[config.mk]
export PLATFORM = sky130hd
export DESIGN_NAME = stream_mem_scheduler
export DESIGN_NICKNAME = d
export VERILOG_FILES = /design/src/rtl/stream_mem_scheduler.sv
export SDC_FILE = /design/constraint.sdc
export NUM_CORES = 1
export LEC_CHECK = 0
export BUFFER_PORTS_ARGS = -buffer_cell sky130_fd_sc_hd__buf_2
export CORE_UTILIZATION = 48
export CTS_BUF_LIST = sky130_fd_sc_hd__clkbuf_16
export DETAILED_ROUTE_END_ITERATION = 12
export PLACE_DENSITY = 0.76
export SYNTH_ARGS = -nofsm -noshare
export SYNTH_HDL_FRONTEND = slang
export SYNTH_SLANG_ARGS = --single-unit
[constraint.sdc]
create_clock -name clk -period 3.4 [get_ports clk]
set_input_delay 0.34 -clock clk [delete_from_list [all_inputs] [get_ports clk]]
set_output_delay 0.34 -clock clk [all_outputs]
set_load 0.1 [all_outputs]
[src/rtl/stream_mem_scheduler.sv]
// stream_mem_scheduler: alternating read/write arbiter onto a single-port memory, returning
// tagged read responses in order through a credit-protected response FIFO.
module stream_mem_scheduler #(
   parameter int ADDR_WIDTH = 2,
   parameter int DATA_WIDTH = 64,
   parameter int CH_ID_W    = 3,
   parameter int RSP_DEPTH  = 4
) (
   input  logic                            clk,
   input  logic                            rst_n,
   input  logic [CH_ID_W+ADDR_WIDTH-1:0]   s_axis_rd_tdata,
   input  logic                            s_axis_rd_tvalid,
   output logic                            s_axis_rd_tready,
   input  logic                            s_axis_rd_tlast,
   input  logic [ADDR_WIDTH+DATA_WIDTH-1:0] s_axis_wr_tdata,
   input  logic                            s_axis_wr_tvalid,
   output logic                            s_axis_wr_tready,
   input  logic                            s_axis_wr_tlast,
   output logic [CH_ID_W+DATA_WIDTH-1:0]   m_axis_rsp_tdata,
   output logic                            m_axis_rsp_tvalid,
   input  logic                            m_axis_rsp_tready,
   output logic                            m_axis_rsp_tlast,
   output logic                            mem_en,
   output logic                            mem_we,
   output logic [ADDR_WIDTH-1:0]           mem_addr,
   output logic [DATA_WIDTH-1:0]           mem_wdata,
   input  logic [DATA_WIDTH-1:0]           mem_rdata,
   input  logic                            quiesce,
   output logic                            idle,
   output logic [31:0]                     stat_rd_count,
   output logic [31:0]                     stat_wr_count
);
   localparam int PW = $clog2(RSP_DEPTH);
   localparam int RW = CH_ID_W + DATA_WIDTH;

   logic [RW-1:0]      fifo_q [RSP_DEPTH];
   logic [PW-1:0]      wptr_q, rptr_q;
   logic [PW:0]        cnt_q, cnt_d;
   logic               rd_inflight_q, prio_q;
   logic [CH_ID_W-1:0] ch_q;
   logic [31:0]        rd_cnt_q, wr_cnt_q;
   logic [PW+1:0]      occ;
   logic               pop, credit_ok, rd_elig, wr_elig, grant_rd, grant_wr;
   logic               unused_tlast;

   assign unused_tlast = s_axis_rd_tlast ^ s_axis_wr_tlast;

   // Credit counts the slot reserved by a read still in the memory pipeline.
   assign pop       = m_axis_rsp_tvalid & m_axis_rsp_tready;
   assign occ       = {1'b0, cnt_q} + {{(PW+1){1'b0}}, rd_inflight_q} - {{(PW+1){1'b0}}, pop};
   assign credit_ok = occ < (PW+2)'(RSP_DEPTH);
   assign rd_elig   = rst_n & s_axis_rd_tvalid & !quiesce & credit_ok;
   assign wr_elig   = rst_n & s_axis_wr_tvalid & !quiesce;
   assign grant_rd  = rd_elig & (!wr_elig | !prio_q);
   assign grant_wr  = wr_elig & (!rd_elig | prio_q);

   assign s_axis_rd_tready = grant_rd;
   assign s_axis_wr_tready = grant_wr;
   assign mem_en    = grant_rd | grant_wr;
   assign mem_we    = grant_wr;
   assign mem_addr  = grant_rd ? s_axis_rd_tdata[ADDR_WIDTH-1:0] :
                      grant_wr ? s_axis_wr_tdata[ADDR_WIDTH+DATA_WIDTH-1 -: ADDR_WIDTH] : '0;
   assign mem_wdata = grant_wr ? s_axis_wr_tdata[DATA_WIDTH-1:0] : '0;

   assign m_axis_rsp_tvalid = cnt_q != '0;
   assign m_axis_rsp_tdata  = m_axis_rsp_tvalid ? fifo_q[rptr_q] : '0;
   assign m_axis_rsp_tlast  = 1'b1;
   assign idle          = !rd_inflight_q & (cnt_q == '0);
   assign stat_rd_count = rd_cnt_q;
   assign stat_wr_count = wr_cnt_q;
   assign cnt_d = cnt_q + {{PW{1'b0}}, rd_inflight_q} - {{PW{1'b0}}, pop};

   always_ff @(posedge clk)
      if (rd_inflight_q) fifo_q[wptr_q] <= {ch_q, mem_rdata};

   always_ff @(posedge clk or negedge rst_n)
      if (!rst_n) begin
         wptr_q        <= '0;
         rptr_q        <= '0;
         cnt_q         <= '0;
         rd_inflight_q <= 1'b0;
         ch_q          <= '0;
         prio_q        <= 1'b0;
         rd_cnt_q      <= '0;
         wr_cnt_q      <= '0;
      end else begin
         if (rd_inflight_q) wptr_q <= wptr_q + 1'b1;
         if (pop) rptr_q <= rptr_q + 1'b1;
         cnt_q         <= cnt_d;
         rd_inflight_q <= grant_rd;
         if (grant_rd) ch_q <= s_axis_rd_tdata[CH_ID_W+ADDR_WIDTH-1 -: CH_ID_W];
         if (grant_rd | grant_wr) prio_q <= grant_rd;
         if (grant_rd) rd_cnt_q <= rd_cnt_q + 1'b1;
         if (grant_wr) wr_cnt_q <= wr_cnt_q + 1'b1;
      end
endmodule
==> key figures, run 1 <==
Setup path
  – FF-to-FF Start: cnt_q[1]$_DFF_PN0_
  – Worst Path Buf+Inv: 5
  – Levels on crit path: 14
  – Worst setup endpoint: mem_addr[1]
  – CP Launch Type: register
  – Worst reg2reg path endpoint: stat_rd_count[7]$_DFFE_PN0P_
  – Worst EP required: between 3 and 4 ns
  – Crit path from: cnt_q[1]$_DFF_PN0_
  – Worst-path cell chain: or3_4 -> and2_4 -> ha_4 -> inv_2 -> ha_4 -> inv_2 -> fa_2 -> xor2_2 -> o211ai_1 -> o21ai_2 -> inv_4 -> buf_12 -> a22o_4 -> buf_12
  – Worst R2R Setup Slack: -0.13 ns
  – Critical path arrival: around 3.5 ns
  – Setup CP Type: register to primary output
  – Highest-delay cell along the critical path: or3_4
  – Kind of cell adding the most delay to the critical path: adder cells
  – Reg2reg path depth: 16
  – CP max FO: 7
  – Max incr delay on CP: slightly below 0.4 ns
  – Setup crit end kind: primary output

Drt
  – Antenna viol nets, final: 0
  – DR WL met2: about 19,000 um
  – Drt drc: 0
  – Vias per cell: about 5.3
  – Max layer used: met5
  – 1st-pass router iterations: 5
  – Avg WL per Cell: just over 20 um
  – Post-Route WL: 33,970 um
  – DR iter-0 viols: between 500 and 600
  – Via Count: slightly below 9,000
  – WL met1: between 10,000 and 15,000 um
  – Met3 routed WL: between 2000 and 2500 um

Place
  – HPWL after detailed placement: about 21,000 um
  – Port Buffers: between 300 and 400
  – GP Congestion: between 0.9 and 1
  – Setup WS pre-CTS: -0.05316 ns
  – Post-Place Cells: 1,554
  – Post-DP Area: between 15,000 and 20,000 um^2

Global route
  – Initial antenna violation count: 7
  – First-pass GRT wire length: around 51,000 um
  – Largest net degree at the start of global routing: 78
  – Grt ovf: 0
  – Vias in the first global route: 9,236
  – GRT Overall Usage: between 20% and 30%

STA
  – RSZ-0062 raised after global routing: yes
  – Slew Limit Fails: 0
  – Worst slew pin tran: approximately 1.1 ns
  – Final hold violation count: 0
  – Worst Clk Skew: around 0.012 ns
  – Setup violators final: 91
  – Final worst path period need: slightly below 4 ns
  – PnR worst setup slack: -0.4777 ns
  – FMAX: roughly 260 MHz
  – Slew HR: between 20 and 30%
  – Period Utilization, post-route: 114.1%

Synth
  – Multiplexer share of the synthesized area: 10.96%
  – Largest area contributor in the netlist: edfxtp_1
  – Asr flop ratio synth: approximately 22%
  – Seq cells post-synth: 344
  – Number of flops mapped to enable cells by yosys: about 270
  – Main area contributors after synthesis: edfxtp_1 57%, dfrtp_1 13%, mux4_2 11%
  – Synth Area in XOR/XNOR: under 10%
  – Adder-cell area share of the yosys netlist: 1.024%
  – Most frequent cell after synthesis: edfxtp_1
  – Post-synthesis cell count: between 800 and 900
  – Post-Syn Area: about 14,000 um^2
  – Post-synth top cells: 268 x edfxtp_1, 136 x and2_1, 76 x dfrtp_1
  – Syn_area_per_cell: roughly 17 um^2
  – Synth cell types: 40
  – Syn. warnings: 0
  – Yosys top cell area share: 56.76%
  – Top FF cell, synth: edfxtp_1
  – Syn nets: around 1,000
  – Compound-gate portion of the synthesized area: 0.7060%
  – Main combinational cell family by area after synthesis: simple AND/OR/NAND/NOR gates
  – Seq/Total Area, Yosys: 70.17%
  – Simple-gate share of the synthesized area: approximately 11%

Clock network
  – CTS root buffer: clkbuf_16
  – TritonCTS clock tree: built
  – Clock sinks: approximately 340
  – H-tree levels: 2
  – Clk_lat worst skew: between 0.5 and 0.6 ns
  – Maximum clock insertion buffer count: 3
  – CTS clk-pin slew, worst paths: around 0.060 ns
  – Total CTS buffers: 36

Final layout
  – Final core utilization: between 60% and 70%
  – Fin area: between 15,000 and 20,000 um^2
  – Post-route insts no fill: around 1,600
  – P&R area growth vs syn: 37.27%
  – Final-stage net count: 1,382
  – Share of cells above drive strength 1: 50.04%

Die
  – IO Count: around 350
  – Chip Width: 173.9 um
  – Core area: between 20,000 and 30,000 um^2
  – Die area: 30,230 um^2
  – Die height: roughly 170 um
  – Cell Rows: 62
  – Initial Util: about half

Pwr
  – VDD IR-drop max: approximately 0.42 mV
  – Net switching power figure: ~8.0 mW
  – Clock network power share: between 20% and 30%
  – Flop pwr share: between 30% and 40%
  – PD cells: between 800 and 900 nW/um^2
  – Share of power burned in combinational logic: between 40% and 50%
  – Sw Ratio: 46.92%
  – Leakage Power: 7.936 nW
  – Cell Int Power: ~9 mW

Run status
  – Failing checks: setup timing
  – Outcome: finished, violations left

Job
  – Max Cap Violations: 0

Worst hold path
  – HP Class: input port to register
-- metrics by stage --
| stage | total power [mW] | hold WS (ns) | TNS (ns) |
|---|---|---|---|
| after floorplan | 11.76 | 0.04441 | -0.002400 |
| after global placement | 13.25 | 0.4578 | 0 |
| after detailed placement | 13.32 | 0.4521 | -0.2959 |
| after CTS | 17.25 | 0.02086 | -28.92 |
| after global routing | 17.73 | 0.01810 | -43.14 |
| final | 17.14 | 0.03967 | -30.52 |
-- worst min-delay path by stage --
| stage | startpoint | endpoint | cells after the start |
|---|---|---|---|
| after floorplan | rst_n | ch_q[0]$_DFFE_PN0P_ | 0 |
| after global placement | stat_rd_count[31]$_DFFE_PN0P_ | stat_rd_count[31]$_DFFE_PN0P_ | 1 |
| after detailed placement | stat_rd_count[31]$_DFFE_PN0P_ | stat_rd_count[31]$_DFFE_PN0P_ | 1 |
| after CTS | mem_rdata[10] | fifo_q[3][10]$_DFFE_PP_ | 1 |
| after global routing | mem_rdata[10] | fifo_q[2][10]$_DFFE_PP_ | 1 |
| final | mem_rdata[10] | fifo_q[2][10]$_DFFE_PP_ | 1 |
-- what timing repair did --
item,CTS,global route
pin swaps,18,27
cloned,2,2
gates resized for setup,23,53
endpoints found under the setup margin,84,102
hold buffers,0,0
hold endpoints to repair,0,0
buffers inserted,16,7
-- logic make-up (layout without fill, tap and decap cells) --
kind of cell | Yosys count | after routing
AO/OA/AOI/OAI | 14 | 14
XOR/XNOR | 66 | 66
adder cells (fa/ha/maj) | 11 | 11
buffers and inverters | 64 | 478
flip-flops | 344 | 344
multiplexers | 71 | 71
other | 1 | 7
AND/OR/NAND/NOR | 270 | 270
-- layer usage --
layer,up-vias,track usage [%]
met5,-,0
met4,2,6.433
met3,58,5.088
met2,342,41.35
met1,4416,25.16
li1,3931,-
-- cell usage in the layout (no fill, tap or decap), types with 25 or more instances in the layout --
cell type / instances
clkbuf_16: 39
mux4_2: 67
xor2_1: 39
dfrtp_1: 74
inv_1: 28
xnor2_1: 25
and2_1: 67
and2_4: 56
buf_12: 78
buf_2: 272
edfxtp_1: 268
buf_4: 34
-- state kept, by name, summed over array words and instances, names as in the netlist --
| signal | flops |
|---|---|
| rptr_q | 2 |
| rd_inflight_q | 1 |
| prio_q | 1 |
| stat_wr_count | 32 |
| fifo_q | 268 |
| cnt_q | 3 |
| stat_rd_count | 32 |
| wptr_q | 2 |
| ch_q | 3 |
-- power by group through the flow --
stage | sequential, mW | clock (mW) | combinational [mW]
6_report | 5.20 | 3.75 | 8.20
5_1_grt | 5.25 | 3.99 | 8.49
4_1_cts | 5.21 | 3.81 | 8.22
3_5_place_dp | 5.29 | 0 | 8.03
3_3_place_gp | 5.28 | 0 | 7.97
2_1_floorplan | 5.37 | 0 | 6.39
-- cell type report --
type	count	area, um^2
multi-input combinational	433	4452
fill	1991	9395
clock buffer	38	950.9
inverter	20	77.57
antenna	6	15.01
timing repair buffer	393	3342
clock inverter	27	187.7
tap	384	480.5
sequential	344	9957
No activity file was read; power rests on OpenSTA's default activity.
==> run 2, diff against run 1 <==
- RECOVER_POWER: default -> 25
==> run 2 against run 1 <==
  * The flow still finishes with violations (setup timing)
  * Non-clock buffer count did not move
  * Core utilization down 0.23 points
  * Fmax is essentially flat
  * Hold slack gained 0.019 ns
  * Global-route usage did not move
  * Die area is the same
  * Clock power barely moved
  * Critical path type unchanged
  * Critical endpoint is now mem_addr[0]
==> key figures, run 2 (same netlist as run 1, synthesis figures left out) <==
Run status
  – Outcome: finished, violations left
  – Failing checks: setup timing

Global route
  – First-pass GRT wire length: 51,130 um
  – GRT Overall Usage: roughly 22%
  – Largest net degree at the start of global routing: 78
  – Vias in the first global route: 9,236
  – Initial antenna violation count: 7
  – Grt ovf: 0

Setup path
  – CP Launch Type: register
  – Worst R2R Setup Slack: -0.13 ns
  – Max incr delay on CP: roughly 0.4 ns
  – Highest-delay cell along the critical path: or3_4
  – Reg2reg path depth: 16
  – FF-to-FF Start: cnt_q[1]$_DFF_PN0_
  – Worst-path cell chain: or3_4 -> and2_4 -> ha_4 -> inv_2 -> ha_4 -> inv_2 -> fa_2 -> xor2_2 -> o211ai_1 -> o21ai_2 -> inv_4 -> buf_12 -> a22o_4 -> buf_12
  – Crit path from: cnt_q[1]$_DFF_PN0_
  – Kind of cell adding the most delay to the critical path: adder cells
  – CP max FO: 7
  – Worst setup endpoint: mem_addr[0]
  – Setup crit end kind: primary output
  – Critical path arrival: about 3.5 ns
  – Levels on crit path: 14
  – Worst Path Buf+Inv: 5
  – Setup CP Type: register to primary output
  – Worst EP required: between 3 and 4 ns
  – Worst reg2reg path endpoint: stat_rd_count[25]$_DFFE_PN0P_

Worst hold path
  – Worst Min Path Start: mem_rdata[63]
  – HP Class: input port to register

Final layout
  – Most frequent cells in the layout: 268 x edfxtp_1, 220 x buf_2, 78 x buf_12
  – Final-stage net count: approximately 1,400
  – Share of cells above drive strength 1: 45.90%
  – Commonest non-fill, non-tap cell in the layout: edfxtp_1
  – Top reg by flops: fifo_q
  – Max FFs per register: ~270
  – P&R area growth vs syn: 36.81%
  – Layout fillers: between 2,000 and 2,500
  – Post-route insts no fill: approximately 1,600
  – Final core utilization: 67.22%

Place
  – Setup WS pre-CTS: -0.05316 ns
  – HPWL after detailed placement: around 21,000 um
  – Port Buffers: approximately 340
  – Post-Place Cells: between 1,500 and 2,000
  – GP Congestion: between 0.9 and 1

STA
  – RSZ-0062 raised after global routing: yes
  – Period Utilization, post-route: 114.1%
  – PnR worst setup slack: -0.4782 ns
  – Worst slew pin tran: approximately 1.1 ns
  – Final worst path period need: ~3.9 ns
  – FMAX: approximately 260 MHz
  – Slew Limit Fails: 0
  – Setup violators final: 91
  – Final hold violation count: 0
  – Worst Clk Skew: roughly 0.012 ns
  – Slew HR: between 20% and 30%

Clock network
  – Clk_lat worst skew: just over 0.5 ns
  – Maximum clock insertion buffer count: 3
  – Clock sinks: 344
  – CTS root buffer: clkbuf_16
  – TritonCTS clock tree: built
  – Cts-stage hold buffer count: 0
  – CTS clk-pin slew, worst paths: around 0.060 ns
  – Total CTS buffers: 36
  – H-tree levels: 2

Drt
  – Post-Route WL: 33,940 um
  – DR iter-0 viols: a little under 500
  – Via Count: 8,712
  – Drt drc: 0
  – 1st-pass router iterations: 5
  – Vias per cell: between 5 and 6
  – Antenna viol nets, final: 0
  – Avg WL per Cell: between 20 and 25 um

Die
  – Core area: between 20,000 and 30,000 um^2
  – Cell Rows: between 60 and 70
  – Die area: approximately 30,000 um^2
  – IO Count: 347
  – Chip Width: between 150 and 200 um
  – Initial Util: approximately 50%
  – Die height: 173.9 um

Pwr
  – PD cells: slightly below 900 nW/um^2
  – VDD IR-drop max: 0.4222 mV
  – Leakage Power: around 7.8 nW

Job
  – Max Cap Violations: 0
## run 2: final cells by class
type                       count  area, um^2  share of cell area (%)
clock inverter                27       187.7                  0.9676
timing repair buffer         393        3277                   16.89
antenna                        6       15.01                 0.07740
inverter                      20       77.57                  0.3999
multi-input combinational    433        4452                   22.95
sequential                   344        9957                   51.33
tap                          384       480.5                   2.477
clock buffer                  38       950.9                   4.902
## run 2: power by group
part | leakage (nW) | internal (mW) | total (mW) | switching (mW)
combinational | 3.79 | 2.06 | 8.18 | 6.12
sequential | 3.41 | 4.85 | 5.20 | 0.347
clock | 0.596 | 2.18 | 3.75 | 1.57
total | 7.79 | 9.09 | 17.1 | 8.04
## run 2: per-stage QoR
step           area, um^2  hold WS, ns  power [mW]   TNS (ns)
2_1_floorplan       14400      0.04441       11.76  -0.002400
3_3_place_gp        17750       0.4578       13.25          0
3_5_place_dp        17750       0.4521       13.32    -0.2959
4_1_cts             19170      0.02086       17.25     -28.92
5_1_grt             19390      0.04457       17.72     -43.14
6_report            19400      0.05845       17.13     -30.62
## run 2: what timing repair did
| item | 4_1_cts | 5_1_grt |
|---|---|---|
| gates cloned | 2 | 2 |
| setup endpoints to repair | 84 | 102 |
| gates resized for setup | 23 | 53 |
| buffers inserted | 16 | 7 |
| pin swaps | 18 | 27 |
## run 2: how the worst min path moves through the flow
stage	to	slack, ns	cells past startpoint
detailed placement	stat_rd_count[31]$_DFFE_PN0P_	0.45	1
floorplan	ch_q[0]$_DFFE_PN0P_	0.04	0
CTS	fifo_q[3][10]$_DFFE_PP_	0.02	1
global placement	stat_rd_count[31]$_DFFE_PN0P_	0.46	1
finish	fifo_q[3][63]$_DFFE_PP_	0.06	1
global route	ch_q[2]$_DFFE_PN0P_	0.04	2
## run 2: layer usage
layer / up-vias / track usage, % / routed length [um]
li1: 3934 / - / -
met1: 4370 / 25.16 / 12130
met2: 345 / 41.35 / 18670
met3: 61 / 5.088 / 2253
met4: 2 / 6.433 / 885
met5: - / 0 / 10
